File: config.mk
export PLATFORM = sky130hd
export DESIGN_NAME = pulse_interval_meter
export DESIGN_NICKNAME = d
export VERILOG_FILES = /design/src/rtl/pulse_interval_meter.sv
export SDC_FILE = /design/constraint.sdc
export NUM_CORES = 1
export LEC_CHECK = 0
export ABC_CLOCK_PERIOD_IN_PS = 13900
export BUFFER_PORTS_ARGS = -buffer_cell sky130_fd_sc_hd__buf_2
export CORE_AREA = 3 3 184 186
export DETAILED_ROUTE_END_ITERATION = 16
export DIE_AREA = 0 0 187 189
export SLEW_MARGIN = 10
export SYNTH_ARGS = -nofsm -noshare
export SYNTH_HDL_FRONTEND = slang
export SYNTH_SLANG_ARGS = --single-unit
File: constraint.sdc
create_clock -name clk -period 13.9 [get_ports clk]
set_clock_uncertainty 0.1 [all_clocks]
set_input_delay 2.78 -clock clk [delete_from_list [all_inputs] [get_ports clk]]
set_output_delay 2.78 -clock clk [all_outputs]
set_load 0.03 [all_outputs]
File: src/rtl/pulse_interval_meter.sv
// Measures clk cycles between two consecutive rising edges of pulse_in, with saturation and timeout.
// Define PULSE_INTERVAL_SYNC_EN to pass pulse_in through a two-flop synchronizer first.
module pulse_interval_meter #(
    parameter int CNT_W = 32
) (
    input  logic             clk,
    input  logic             rst,
    input  logic             pulse_in,
    input  logic             arm,
    input  logic [CNT_W-1:0] timeout,
    input  logic             ack,
    output logic [CNT_W-1:0] interval,
    output logic             valid,
    output logic             busy,
    output logic             timed_out,
    output logic             overflow
);

    typedef enum logic [1:0] {
        IDLE       = 2'd0,
        WAIT_FIRST = 2'd1,
        MEASURE    = 2'd2,
        DONE       = 2'd3
    } state_t;

    localparam logic [CNT_W-1:0] CNT_MAX = '1;
    localparam logic [CNT_W-1:0] CNT_ONE = {{(CNT_W-1){1'b0}}, 1'b1};

    function automatic logic [CNT_W-1:0] sat_inc(input logic [CNT_W-1:0] v);
        return (v == CNT_MAX) ? v : v + CNT_ONE;
    endfunction

    state_t           state_q, state_d;
    logic             p_s, p_d_q, rise;
    logic [CNT_W-1:0] cnt_q, cnt_d, cnt_inc;
    logic [CNT_W-1:0] tcnt_q, tcnt_d, tcnt_inc;
    logic [CNT_W-1:0] to_q, to_d;
    logic [CNT_W-1:0] int_q, int_d;
    logic             tof_q, tof_d;
    logic             ovf_q, ovf_d;
    logic             tmo_hit;

`ifdef PULSE_INTERVAL_SYNC_EN
    logic sync1_q, sync2_q;

    always_ff @(posedge clk or posedge rst) begin
        if (rst) begin
            sync1_q <= 1'b0;
            sync2_q <= 1'b0;
        end else begin
            sync1_q <= pulse_in;
            sync2_q <= sync1_q;
        end
    end

    assign p_s = sync2_q;
`else
    assign p_s = pulse_in;
`endif

    assign rise     = p_s & ~p_d_q;
    assign cnt_inc  = sat_inc(cnt_q);
    assign tcnt_inc = tcnt_q + CNT_ONE;
    // Compare against the post-increment value so valid lands T+1 cycles after arm.
    assign tmo_hit  = (to_q != '0) && (tcnt_inc == to_q);

    always_comb begin
        state_d = state_q;
        cnt_d   = cnt_q;
        tcnt_d  = tcnt_q;
        to_d    = to_q;
        int_d   = int_q;
        tof_d   = tof_q;
        ovf_d   = ovf_q;
        case (state_q)
            IDLE: begin
                if (arm) begin
                    state_d = WAIT_FIRST;
                    to_d    = timeout;
                    tcnt_d  = '0;
                    tof_d   = 1'b0;
                    ovf_d   = 1'b0;
                end
            end
            WAIT_FIRST: begin
                tcnt_d = tcnt_inc;
                if (tmo_hit) begin
                    int_d   = '0;
                    tof_d   = 1'b1;
                    state_d = DONE;
                end else if (rise) begin
                    cnt_d   = '0;
                    state_d = MEASURE;
                end
            end
            MEASURE: begin
                tcnt_d = tcnt_inc;
                // A closing edge beats a coincident timeout.
                if (rise) begin
                    int_d   = cnt_inc;
                    state_d = DONE;
                end else if (tmo_hit) begin
                    int_d   = cnt_inc;
                    tof_d   = 1'b1;
                    state_d = DONE;
                end else begin
                    cnt_d = cnt_inc;
                    if (cnt_inc == CNT_MAX) ovf_d = 1'b1;
                end
            end
            DONE: begin
                if (ack) state_d = IDLE;
            end
            default: state_d = IDLE;
        endcase
    end

    always_ff @(posedge clk or posedge rst) begin
        if (rst) begin
            state_q <= IDLE;
            p_d_q   <= 1'b0;
            cnt_q   <= '0;
            tcnt_q  <= '0;
            to_q    <= '0;
            int_q   <= '0;
            tof_q   <= 1'b0;
            ovf_q   <= 1'b0;
        end else begin
            state_q <= state_d;
            p_d_q   <= p_s;
            cnt_q   <= cnt_d;
            tcnt_q  <= tcnt_d;
            to_q    <= to_d;
            int_q   <= int_d;
            tof_q   <= tof_d;
            ovf_q   <= ovf_d;
        end
    end

    assign interval  = int_q;
    assign valid     = (state_q == DONE);
    assign busy      = (state_q == WAIT_FIRST) || (state_q == MEASURE);
    assign timed_out = tof_q;
    assign overflow  = ovf_q;

endmodule

==> results.py <==
metrics = {
    "status": {
        "outcome": "finished, final reports clean",
    },
    "routing": {
        "vias": 6890,
        "top_layer": "met4",
        "wl_per_cell_um": 17.1,
        "met2_wirelength_um": 9600,
        "first_iter_violations": 650,
        "routedLengthMet1_um": 11600,
        "wl_um": 23000,
        "final_antenna_net_count": 0,
        "drc_errors": 0,
        "vias_per_cell": 5.10,
        "wl_met3_um": 1560,
        "first_pass_iters": 5,
    },
    "clock_network": {
        "cts.sinks": 133,
        "cts_resized": 0,
        "clkTransAtPathRegs_ns": 0.07,
        "clockBufferDepth": 2,
        "clock-root-buffer": "clkbuf_16",
        "cts_made_buffers": 17,
        "clk_latency_ns": 0.42,
        "post-cts-setup-buffers": 0,
        "cts_hold_buffers": 0,
        "htree_levels": 4,
        "tritoncts": "done",
    },
    "global_route": {
        "track_usage": 0.130,
        "grt_pass1_wl_um": 37000,
        "antenna_found_initial": 0,
        "first_global_vias": 6533,
        "grt_max_degree": 68,
        "overflow": 0,
    },
    "worst_hold_path": {
        "hold_path.class": "register to register",
        "min_delay_path_depth": 1,
        "hold_start": "interval[26]",
        "hold_end": "interval[26]",
    },
    "yosys": {
        "synth_area_sq_um": 8090,
        "synth_fa_ha_area_frac": 0.00928,
        "syn-num-nets": 907,
        "synthArstFlopShare": 1.00,
        "synth_flop_cell": "dfrtp_1",
        "ys_seq_area_frac": 0.411,
        "synth_edf_count": 0,
        "ys_seq_elements": 133,
        "synth_top_area_share": 0.411,
        "synth_compound_area_frac": 0.187,
        "ys_top_cells_by_area": "dfrtp_1 (41%), o2bb2ai_1 (5.0%), mux2_2 (4.5%)",
        "postSynthCellCount": 864,
        "synth_top_cell_by_area": "dfrtp_1",
        "synth_top_family_by_area": "simple AND/OR/NAND/NOR gates",
        "synthSimpleGateAreaFrac": 0.216,
        "synth-xor-area-share": 0.0703,
        "synth.distinct_cells": 70,
        "yosysMostFrequentCell": "dfrtp_1",
        "synth_warnings": 0,
        "synth_common_cells": "dfrtp_1 (133), nand2_1 (75), nor2_1 (51)",
        "synth.area.mux_share": 0.0581,
        "post_synth.cell_area_avg_sq_um": 9.37,
    },
    "floorplanning": {
        "io_pins": 73,
        "fp.dieW_um": 187,
        "row_count": 66,
        "dieHeight_um": 189,
        "core_sq_um": 32500,
        "initial_core_util": 0.249,
        "die_area_sq_um": 35300,
    },
    "flow_run": {
        "drv_cap": 0,
    },
    "pwr": {
        "powerDensity_nw_per_um2": 189,
        "leakage_uw": 0.00367,
        "ir_drop_mv": 0.0974,
    },
    "critical_path": {
        "regToRegEndpoint": "cnt_q[7]",
        "reg2reg_depth": 10,
        "critPathLaunchType": "input port",
        "endpoint_kind": "register",
        "crit_required_ns": 14.16,
        "worstSetupPathType": "input port to register",
        "cp-startpoint": "pulse_in",
        "timing.rr.start": "tcnt_q[3]",
        "ff2ff_setup_slack_ns": 9.24,
        "worstPathMaxFanout": 18,
        "crit_arrival_ns": 5.16,
    },
    "sta": {
        "finalSetupViolCount": 0,
        "hold_violations": 0,
        "period_share": 0.352,
        "period_needed_ns": 4.89,
        "setup_tns_ns": 0,
        "rsz0062_at_grt": "false",
        "worst_pin_slew_ns": 1.04,
        "hold_slack_ns": 0.384,
        "slew_headroom": 0.307,
        "slew_violations": 0,
        "clock.fmax_ghz": 0.204,
    },
    "layout": {
        "nNetsFinal": 939,
        "drive_above_1_share": 0.180,
        "num-fill-cells": 3401,
        "syn2layout_area_growth_pct": 16.0,
        "antennaDiodeCount": 0,
    },
    "placed_design": {
        "gp_congestion": 0.865,
        "io_buffers": 72,
        "hpwlAfterDp_um": 16400,
    },
}
-- worst max-delay path, stage by stage --
cell     delay, ns
buf_2         0.10
nor2b_1       0.38
nor3_1        0.08
buf_4         0.20
a21oi_1       0.69
or2_1         0.66
a221o_1       0.26
-- flip-flops by register name, summed over array words and instances, names as in the netlist --
name and flops:
overflow 1, state_q 2, tcnt_q 32, cnt_q 32, interval 32, to_q 32
timed_out 1, p_d_q 1
-- per-stage QoR --
| stage | std cells | power [uW] | util | cell area (sq um) | setup slack [ns] |
|---|---|---|---|---|---|
| after floorplan | 864 | 1090 | - | 8090 | 7.47 |
| after global placement | 1319 | 1270 | 0.270 | 8750 | 8.74 |
| after detailed placement | 1319 | 1280 | 0.270 | 8750 | 8.56 |
| after CTS | 1351 | 1780 | 0.289 | 9390 | 9.05 |
| after global routing | 1351 | 1880 | 0.289 | 9390 | 8.83 |
| final | 1351 | 1770 | 0.289 | 9390 | 9.01 |
-- worst max path at each step --
stage / slack, ns / to / cells past startpoint
6_report: 9.01 / cnt_q[27] / 7
5_1_grt: 8.83 / cnt_q[27] / 7
4_1_cts: 9.05 / cnt_q[27] / 7
3_5_place_dp: 8.56 / cnt_q[27] / 7
3_3_place_gp: 8.74 / cnt_q[27] / 7
2_1_floorplan: 7.47 / cnt_q[0] / 1
-- area by class of cell --
cell class,count,area [sq um],share of cell area
Clock buffer,18,439,0.0468
Clock inverter,14,200,0.0213
Inverter,19,76.3,0.00813
Multi-Input combinational cell,647,4380,0.467
Sequential cell,133,3330,0.355
Tap cell,442,553,0.0589
Timing Repair Buffer,78,405,0.0432
-- placed cells by master, fill, tap and decap left out, drive strengths merged, types with 16 or more instances in the layout --
master   synthesis  layout
dfrtp          133     133
buf             38      78
nand2           75      75
nor2            52      52
o2bb2ai         46      46
o21ai           46      46
xnor2           39      39
nand3           39      39
nor3            36      36
mux2            32      32
a21oi           29      29
xor2            26      26
nand4           25      25
inv             19      21
nor4            20      20
clkbuf          27      18
and3            16      16
-- metal layers --
metal,vias up,global-route usage
met5,-,0
met4,0,0.0297
met3,22,0.0361
met2,222,0.184
met1,3390,0.194
li1,3256,-
-- report_power, final --
part | leakage [uW] | switching, uW | internal (uW) | total, uW
clock network | 0.000303 | 183 | 307 | 490
registers | 0.00177 | 152 | 493 | 645
logic | 0.00160 | 391 | 245 | 636
-- cells by family after synthesis --
kind of cell / after synthesis
compound gates: 210
flops: 133
buf+inv: 84
xor+xnor: 65
fa+ha+maj: 6
mux: 43
simple gates: 323
Power figures use the tool's default switching activity.
